==> src/rtl/breath_sched_pkg.sv <==
// Shared types and constants for the breathing-LED profile scheduler.
package breath_sched_pkg;
    localparam int STEP_W = 10;
    localparam logic [STEP_W-1:0] DEFAULT_STEP = 10'd100;

    typedef enum logic [1:0] {
        IDLE = 2'd0,
        LOAD = 2'd1,
        RUN  = 2'd2,
        FIN  = 2'd3
    } sched_state_t;
endpackage

==> src/rtl/breath_led_sched_if.sv <==
// Host/PWM-facing signal bundle of the scheduler; master = host side, slave = scheduler.
interface breath_led_sched_if #(
    parameter int NUM_PROFILES = 4,
    parameter int DWELL_W      = 16
);
    import breath_sched_pkg::*;
    localparam int AW = $clog2(NUM_PROFILES);

    logic               cfg_we;
    logic [AW-1:0]      cfg_addr;
    logic [STEP_W-1:0]  cfg_step;
    logic [DWELL_W-1:0] cfg_dwell;
    logic               start;
    logic               stop;
    logic               loop_en;
    logic               sw_ctrl;
    logic               set_en;
    logic [STEP_W-1:0]  set_freq_step;
    logic               busy;
    logic [AW-1:0]      cur_idx;
    logic               done;

    modport master (
        output cfg_we, cfg_addr, cfg_step, cfg_dwell, start, stop, loop_en,
        input  sw_ctrl, set_en, set_freq_step, busy, cur_idx, done
    );
    modport slave (
        input  cfg_we, cfg_addr, cfg_step, cfg_dwell, start, stop, loop_en,
        output sw_ctrl, set_en, set_freq_step, busy, cur_idx, done
    );
endinterface

==> src/rtl/breath_profile_regs.sv <==
// Profile table: one synchronous write port, combinational reads for the current
// entry, the following entry (wrapping), and a direct tap on entry 0's dwell.
module breath_profile_regs
    import breath_sched_pkg::*;
#(
    parameter int NUM_PROFILES = 4,
    parameter int DWELL_W      = 16
) (
    input  logic                            sys_clk,
    input  logic                            sys_rst,
    input  logic                            we,
    input  logic [$clog2(NUM_PROFILES)-1:0] wr_addr,
    input  logic [STEP_W-1:0]               wr_step,
    input  logic [DWELL_W-1:0]              wr_dwell,
    input  logic [$clog2(NUM_PROFILES)-1:0] rd_a_addr,
    output logic [STEP_W-1:0]               rd_a_step,
    output logic [DWELL_W-1:0]              rd_a_dwell,
    input  logic [$clog2(NUM_PROFILES)-1:0] rd_b_addr,
    output logic [DWELL_W-1:0]              rd_b_dwell,
    output logic [DWELL_W-1:0]              head_dwell
);
    localparam int AW = $clog2(NUM_PROFILES);

    logic [NUM_PROFILES-1:0][STEP_W-1:0]  step_q;
    logic [NUM_PROFILES-1:0][DWELL_W-1:0] dwell_q;

    always_ff @(posedge sys_clk or posedge sys_rst) begin
        if (sys_rst) begin
            for (int i = 0; i < NUM_PROFILES; i++) begin
                step_q[i]  <= DEFAULT_STEP;
                dwell_q[i] <= '0;
            end
        end else if (we) begin
            step_q[wr_addr]  <= wr_step;
            dwell_q[wr_addr] <= wr_dwell;
        end
    end

    assign rd_a_step  = step_q[rd_a_addr];
    assign rd_a_dwell = dwell_q[rd_a_addr];
    assign rd_b_dwell = dwell_q[rd_b_addr];
    assign head_dwell = dwell_q[AW'(0)];
endmodule

==> src/rtl/breath_led_sched.sv <==
// Plays the profile table into the PWM block: LOAD strobes the step, RUN dwells
// dwell*TICK_CYCLES clocks, FIN pulses done. Outputs decode from state only.
module breath_led_sched
    import breath_sched_pkg::*;
#(
    parameter int NUM_PROFILES = 4,
    parameter int TICK_CYCLES  = 50_000,
    parameter int DWELL_W      = 16
) (
    input  logic               sys_clk,
    input  logic               sys_rst,
    breath_led_sched_if.slave  bus
);
    localparam int AW = $clog2(NUM_PROFILES);
    localparam int TW = (TICK_CYCLES > 1) ? $clog2(TICK_CYCLES) : 1;
    localparam logic [AW-1:0] LAST_IDX  = AW'(NUM_PROFILES - 1);
    localparam logic [TW-1:0] TICK_LAST = TW'(TICK_CYCLES - 1);

    sched_state_t       state_q, state_d;
    logic [AW-1:0]      idx_q, idx_d;
    logic [TW-1:0]      tick_q;
    logic [DWELL_W-1:0] dwell_cnt_q, cur_dwell_q;
    logic [STEP_W-1:0]  rd_step;
    logic [DWELL_W-1:0] rd_dwell, nxt_dwell, head_dwell;
    logic               tick_wrap, entry_done;
    logic               sw_ctrl, set_en, busy, done;
    logic [STEP_W-1:0]  set_freq_step;

    breath_profile_regs #(
        .NUM_PROFILES (NUM_PROFILES),
        .DWELL_W      (DWELL_W)
    ) u_regs (
        .sys_clk    (sys_clk),
        .sys_rst    (sys_rst),
        .we         (bus.cfg_we),
        .wr_addr    (bus.cfg_addr),
        .wr_step    (bus.cfg_step),
        .wr_dwell   (bus.cfg_dwell),
        .rd_a_addr  (idx_q),
        .rd_a_step  (rd_step),
        .rd_a_dwell (rd_dwell),
        .rd_b_addr  (idx_q + AW'(1)),
        .rd_b_dwell (nxt_dwell),
        .head_dwell (head_dwell)
    );

    // Dwell is latched at LOAD so a table write during RUN cannot stretch the live entry.
    assign tick_wrap  = (tick_q == TICK_LAST);
    assign entry_done = (state_q == RUN) && tick_wrap && (dwell_cnt_q == cur_dwell_q - DWELL_W'(1));

    always_ff @(posedge sys_clk or posedge sys_rst) begin
        if (sys_rst) begin
            state_q <= IDLE;
            idx_q   <= '0;
        end else begin
            state_q <= state_d;
            idx_q   <= idx_d;
        end
    end

    always_comb begin
        state_d = state_q;
        idx_d   = idx_q;
        case (state_q)
            IDLE: if (bus.start && !bus.stop) begin
                idx_d   = '0;
                state_d = (head_dwell != '0) ? LOAD : FIN;
            end
            LOAD: state_d = bus.stop ? FIN : RUN;
            RUN: begin
                if (bus.stop) begin
                    state_d = FIN;
                end else if (entry_done) begin
                    if (idx_q != LAST_IDX && nxt_dwell != '0) begin
                        idx_d   = idx_q + AW'(1);
                        state_d = LOAD;
                    end else if (bus.loop_en && head_dwell != '0) begin
                        idx_d   = '0;
                        state_d = LOAD;
                    end else begin
                        state_d = FIN;
                    end
                end
            end
            FIN:     state_d = IDLE;
            default: state_d = IDLE;
        endcase
    end

    // dwell_cnt tops out at cur_dwell, so a full-scale dwell never wraps.
    always_ff @(posedge sys_clk or posedge sys_rst) begin
        if (sys_rst) begin
            tick_q      <= '0;
            dwell_cnt_q <= '0;
            cur_dwell_q <= '0;
        end else if (state_q == LOAD) begin
            tick_q      <= '0;
            dwell_cnt_q <= '0;
            cur_dwell_q <= rd_dwell;
        end else if (state_q == RUN) begin
            tick_q <= tick_wrap ? '0 : tick_q + TW'(1);
            if (tick_wrap)
                dwell_cnt_q <= dwell_cnt_q + DWELL_W'(1);
        end
    end

    always_comb begin
        sw_ctrl       = 1'b0;
        busy          = 1'b0;
        set_en        = 1'b0;
        set_freq_step = '0;
        done          = 1'b0;
        case (state_q)
            LOAD: begin
                sw_ctrl       = 1'b1;
                busy          = 1'b1;
                set_en        = 1'b1;
                set_freq_step = rd_step;
            end
            RUN: begin
                sw_ctrl = 1'b1;
                busy    = 1'b1;
            end
            FIN:     done = 1'b1;
            default: ;
        endcase
    end

    assign bus.sw_ctrl       = sw_ctrl;
    assign bus.busy          = busy;
    assign bus.set_en        = set_en;
    assign bus.set_freq_step = set_freq_step;
    assign bus.done          = done;
    assign bus.cur_idx       = idx_q;
endmodule
==> src/flat_wrapper.sv <==
// flat-port wrapper written by rule: the top's interface ports become plain ports
module breath_led_sched_flat import breath_sched_pkg::*;
#(
    parameter int NUM_PROFILES = 4,
    parameter int TICK_CYCLES  = 50_000,
    parameter int DWELL_W      = 16
)
  (sys_clk, sys_rst, bus_cfg_we, bus_cfg_addr, bus_cfg_step, bus_cfg_dwell, bus_start, bus_stop, bus_loop_en, bus_sw_ctrl, bus_set_en, bus_set_freq_step, bus_busy, bus_cur_idx, bus_done);
  breath_led_sched_if #(.NUM_PROFILES(NUM_PROFILES), .DWELL_W(DWELL_W)) bus_i ();
  input  logic sys_clk;
  input  logic sys_rst;
  input wire logic [$bits(bus_i.cfg_we)-1:0] bus_cfg_we;
  input wire logic [$bits(bus_i.cfg_addr)-1:0] bus_cfg_addr;
  input wire logic [$bits(bus_i.cfg_step)-1:0] bus_cfg_step;
  input wire logic [$bits(bus_i.cfg_dwell)-1:0] bus_cfg_dwell;
  input wire logic [$bits(bus_i.start)-1:0] bus_start;
  input wire logic [$bits(bus_i.stop)-1:0] bus_stop;
  input wire logic [$bits(bus_i.loop_en)-1:0] bus_loop_en;
  output wire logic [$bits(bus_i.sw_ctrl)-1:0] bus_sw_ctrl;
  output wire logic [$bits(bus_i.set_en)-1:0] bus_set_en;
  output wire logic [$bits(bus_i.set_freq_step)-1:0] bus_set_freq_step;
  output wire logic [$bits(bus_i.busy)-1:0] bus_busy;
  output wire logic [$bits(bus_i.cur_idx)-1:0] bus_cur_idx;
  output wire logic [$bits(bus_i.done)-1:0] bus_done;
  assign bus_i.cfg_we = bus_cfg_we;
  assign bus_i.cfg_addr = bus_cfg_addr;
  assign bus_i.cfg_step = bus_cfg_step;
  assign bus_i.cfg_dwell = bus_cfg_dwell;
  assign bus_i.start = bus_start;
  assign bus_i.stop = bus_stop;
  assign bus_i.loop_en = bus_loop_en;
  assign bus_sw_ctrl = bus_i.sw_ctrl;
  assign bus_set_en = bus_i.set_en;
  assign bus_set_freq_step = bus_i.set_freq_step;
  assign bus_busy = bus_i.busy;
  assign bus_cur_idx = bus_i.cur_idx;
  assign bus_done = bus_i.done;
  breath_led_sched #(.NUM_PROFILES(NUM_PROFILES), .TICK_CYCLES(TICK_CYCLES), .DWELL_W(DWELL_W)) u_core (.sys_clk(sys_clk), .sys_rst(sys_rst), .bus(bus_i));
endmodule
==> config.mk <==
export PLATFORM = sky130hd
export DESIGN_NAME = breath_led_sched_flat
export DESIGN_NICKNAME = d
export VERILOG_FILES = /design/src/rtl/breath_sched_pkg.sv /design/src/rtl/breath_led_sched_if.sv /design/src/rtl/breath_profile_regs.sv /design/src/rtl/breath_led_sched.sv /design/src/flat_wrapper.sv
export SDC_FILE = /design/constraint.sdc
export NUM_CORES = 1
export LEC_CHECK = 0
export BUFFER_PORTS_ARGS = -buffer_cell sky130_fd_sc_hd__buf_2
export CAP_MARGIN = 20
export CORE_ASPECT_RATIO = 0.7
export CORE_MARGIN = 3
export CORE_UTILIZATION = 55
export CTS_CLUSTER_SIZE = 8
export DETAILED_ROUTE_END_ITERATION = 10
export GPL_ROUTABILITY_DRIVEN = 0
export PLACE_DENSITY = 0.75
export SLEW_MARGIN = 20
export SYNTH_ARGS = -nofsm -noshare
export SYNTH_HDL_FRONTEND = slang
export SYNTH_SLANG_ARGS = --single-unit
==> constraint.sdc <==
create_clock -name sys_clk -period 6.2 [get_ports sys_clk]
set_input_delay 1.24 -clock sys_clk [delete_from_list [all_inputs] [get_ports sys_clk]]
set_output_delay 1.24 -clock sys_clk [all_outputs]
set_load 0.02 [all_outputs]
==> results by stage <==
Outcome:
- The flow ran to the end, and the final reports show no timing, DRC or antenna violations.

Timing:
- The hold violation total from the final report is 0.
- The transition time of the tightest slew-check pin is 961 ps.
- The timing-limited maximum frequency is 287 MHz.
- Setup repair after global routing left no endpoint under its margin.
- Headroom to the max-slew limit came out at 35.9%.
- The clock skew after layout is 7.16 ps.
- The summed negative setup slack over all endpoints is 0 ps.
- Setup violations remaining at the end of the flow were counted as 0.
- The final cycle utilization of the critical path is 56.3%.
- The max-slew violation total from the final report is 0.
- The post-route minimum period is 3490 ps.

Floorplanning:
- The total core area is 0.0135 mm^2.
- The die is 105 um tall.
- The floorplan step defined a die boundary enclosing 0.0156 mm^2.
- In this run the count of I/O pins placed on the die edge is 50.
- The initial utilization of the core area, before any placement, comes to 57.6%.
- The overall die width is 148 um.
- The number of rows in the core area is 35.

Clock tree:
- The H-tree generated during clock tree synthesis spans 4 levels.
- CTS placed an instance of sky130_fd_sc_hd__clkbuf_16 at the clock tree root.
- TritonCTS built the clock tree.
- The number of sinks handled by clock tree synthesis is 156.
- Clock tree synthesis inserted a total of 17 buffers.
- Counting along the longest clock path gives a buffer depth of 2.
- The clock latency on the worst-skew pair is 420 ps.
- The number of hold-repair buffers added at the cts stage is 0.
- The number of gates resized after CTS was 0.
- After clock tree synthesis, the setup repair step added 0 buffers.
- The clock-pin slew reported for the worst setup and hold paths after clock tree synthesis is 70 ps.

Layout:
- The final net count is 705.
- The number of antenna repair diodes is 0.
- The post-route netlist has 37.6% of its cells at a drive strength greater than 1.
- The fill cell total of the finished layout is 1,041.
- The count of non-filler cells in the finished layout is 860.
- From synthesis to final layout, the design area changed by 12.8%.

Detailed routing:
- The count of nets left with antenna violations once routing finished came out at 0.
- Dividing the detail-routed wire length by the instance count gives 20.1 um.
- The total routed wirelength is 17.3 mm.
- The detailed router finished its first iteration with 336 violations.
- The total DRC errors in the routed layout is 0.
- The first detailed-routing pass took 5 iterations.
- Dividing the detail-routed via count by the number of cells gives 6.12.
- The routed layout has 5,267 vias.

Worst setup path:
- The critical path starts at u_core.bus.cur_idx[0].
- The critical path arrival is 2250 ps.
- Data on the critical path is required at its endpoint by 4960 ps.
- The startpoint identified for the worst register-to-register timing path is u_core.cur_dwell_q[0].
- In this run the register-to-register setup slack is 2900 ps.
- The startpoint type of the worst setup path is a flip-flop.
- The maximum fanout along the worst path is 28.
- Counting cells, the worst reg-to-reg path comes to 10.
- The kind of capture point of the worst setup path is an output port.
- The reg-to-reg critical path endpoint is u_core.bus.cur_idx[0].
- The type of the worst setup path is reg -> out.

Synthesis:
- Sorting the synthesized cells by how often they occur yields sky130_fd_sc_hd__dfrtp_1, sky130_fd_sc_hd__mux2_2, sky130_fd_sc_hd__nor2_1, sky130_fd_sc_hd__mux4_2, sky130_fd_sc_hd__clkbuf_1.
- The number of storage elements in the synthesis netlist is 156.
- The number of cells produced by synthesis is 616.
- The number of distinct library cells after synthesis is 57.
- Synthesis produced a netlist with a net count of 659.
- In the post-synthesis netlist, the biggest area contributors are sky130_fd_sc_hd__dfrtp_1, sky130_fd_sc_hd__mux2_2, sky130_fd_sc_hd__mux4_2, sky130_fd_sc_hd__dfstp_2, sky130_fd_sc_hd__xnor2_1.
- Of the synthesized area, sequential elements account for 50.4%.
- The share of synthesized registers carrying an async set or reset is 100%.
- Among all flip-flop cells after synthesis, the most frequent one is sky130_fd_sc_hd__dfrtp_1.
- The cell taking the most area after synthesis is sky130_fd_sc_hd__dfrtp_1.
- The average instance area after synthesis is 12.6 um^2.
- The cell with the most instances after synthesis is sky130_fd_sc_hd__dfrtp_1.
- The total standard cell area after synthesis is 0.00777 mm^2.
- Yosys mapped a number of flops with a built-in enable equal to 0.
- The number of warning messages in the yosys log is 0.
- Summed over its instances, the top area cell type makes up 46.4% of the synthesized netlist area.

Min path:
- The worst hold path begins at u_core.u_regs.step_q[24].
- The path class of the tightest hold or removal check is reg -> reg.
- The end point of the most critical hold path is u_core.u_regs.step_q[24].
- Along the worst hold path, the cell count comes to 1.

Power:
- The static leakage is 0.00370 uW.
- The switching share of power is 36.4%.
- The clock network power share is 26.6%.
- The worst-case IR drop observed on VDD is 0.222 mV.
- The switching power is 1390 uW.
- The share of total power dissipated in sequential elements is 38.8%.
- The internal portion of the total power is 2420 uW.
- The ratio of total power to cell area is 434 mW/mm^2.
- Per report_power, the combinational group accounts for 34.6% of the total.

GRT:
- For this run, global-route usage on met3 was measured as 5.03%.
- After global routing the overflow that remains totals 0.
- The met1 capacity usage during global routing is 33.9%.
- The maximum number of pins on one net before global-route repair is 111.
- Global routing used 23.4% of the available tracks.
- The global-route wire length before repair is 28.6 mm.
- After global routing, the most crowded layer is met2.
- The initial antenna violation count is 0.
- The global-route track usage on met2 is 36.1%.
- The number of global-route vias before repair is 5,381.

Placement:
- The quantity of I/O buffers inserted on ports is 49.
- Once detailed placement completed, the half-perimeter wirelength came to 11.6 mm.
- The number of placed instances, taps included, is 828.

Flow run:
- The max-cap violation count is 0.
-- how the worst max path moves through the flow --
stage,endpoint,cells past startpoint
finish,bus_set_freq_step[6],4
global route,bus_set_freq_step[6],4
CTS,bus_set_freq_step[6],4
detailed placement,u_core.state_q[0],10
global placement,bus_set_freq_step[5],4
floorplan,u_core.bus.cur_idx[0],1
-- power by group through the flow --
stage	combinational [uW]	sequential (uW)	clock, uW
2_1_floorplan	1070	1400	0
3_3_place_gp	1260	1470	0
3_5_place_dp	1310	1480	0
4_1_cts	1320	1470	1020
5_1_grt	1440	1510	1070
6_report	1320	1480	1010
-- critical path, stage by stage (launching register included) --
cell and delay (ps):
sky130_fd_sc_hd__dfrtp_2 460, sky130_fd_sc_hd__buf_4 480, sky130_fd_sc_hd__mux4_2 570, sky130_fd_sc_hd__and2_1 160, sky130_fd_sc_hd__buf_2 150
-- per-layer routing --
metal  wire length (um)  part of all wire [%]
met2               8100                    47
met1               7750                    45
met4                289                   1.7
met5                  0                     0
met3               1170                   6.8
-- cell families after synthesis --
kind of cell    synth area share [%]
compound gates                  4.30
flops                           50.4
fa+ha+maj                       1.45
buf+inv                         2.27
xor+xnor                        4.85
mux                             24.9
simple gates                    11.8
-- cell usage in the layout, fill, tap and decap left out, drive strengths merged, types with 3 or more instances in the layout --
cell type	count
a21oi	7
and2	14
and3	5
and4	3
buf	57
clkbuf	17
clkinv	4
dfrtp	144
dfstp	12
ha	9
inv	23
mux2	117
mux2i	3
mux4	26
nand2	21
nand3	22
nand3b	3
nand4	10
nor2	42
nor2b	3
nor3	9
nor4	19
nor4b	4
o21ai	19
o31ai	4
or4	3
xnor2	22
xor2	21
-- layout make-up --
| class | count | area (um^2) | area share (%) |
|---|---|---|---|
| flip-flops and latches | 156 | 3920 | 44.7 |
| clock buffers | 17 | 425 | 4.85 |
| well taps | 185 | 231 | 2.64 |
| inverters | 14 | 57.6 | 0.656 |
| clock inverters | 15 | 149 | 1.70 |
| multi-input cells | 416 | 3680 | 42.0 |
| repair buffers | 57 | 305 | 3.48 |
-- flip-flops by register name, indices dropped and copies added, names as in the netlist --
name	count
u_core.u_regs.step_q	40
u_core.u_regs.dwell_q	48
u_core.cur_dwell_q	16
u_core.state_q	2
u_core.tick_q	16
u_core.u_regs.head_dwell	16
u_core.bus.cur_idx	2
u_core.dwell_cnt_q	16
-- stage by stage --
| stage | instance area [um^2] | worst slack (ps) | total power [uW] | hold WS, ps | util (%) |
|---|---|---|---|---|---|
| CTS | 8770 | 2660 | 3820 | 507 | 65.0 |
| floorplan | 7770 | 773 | 2460 | 459 | - |
| detailed placement | 8200 | 3060 | 2790 | 492 | 60.8 |
| finish | 8770 | 2710 | 3800 | 505 | 65.0 |
| global route | 8770 | 2570 | 4020 | 521 | 65.0 |
| global placement | 8200 | 3150 | 2730 | 480 | 60.8 |
No activity file was read; power rests on OpenSTA's default activity.
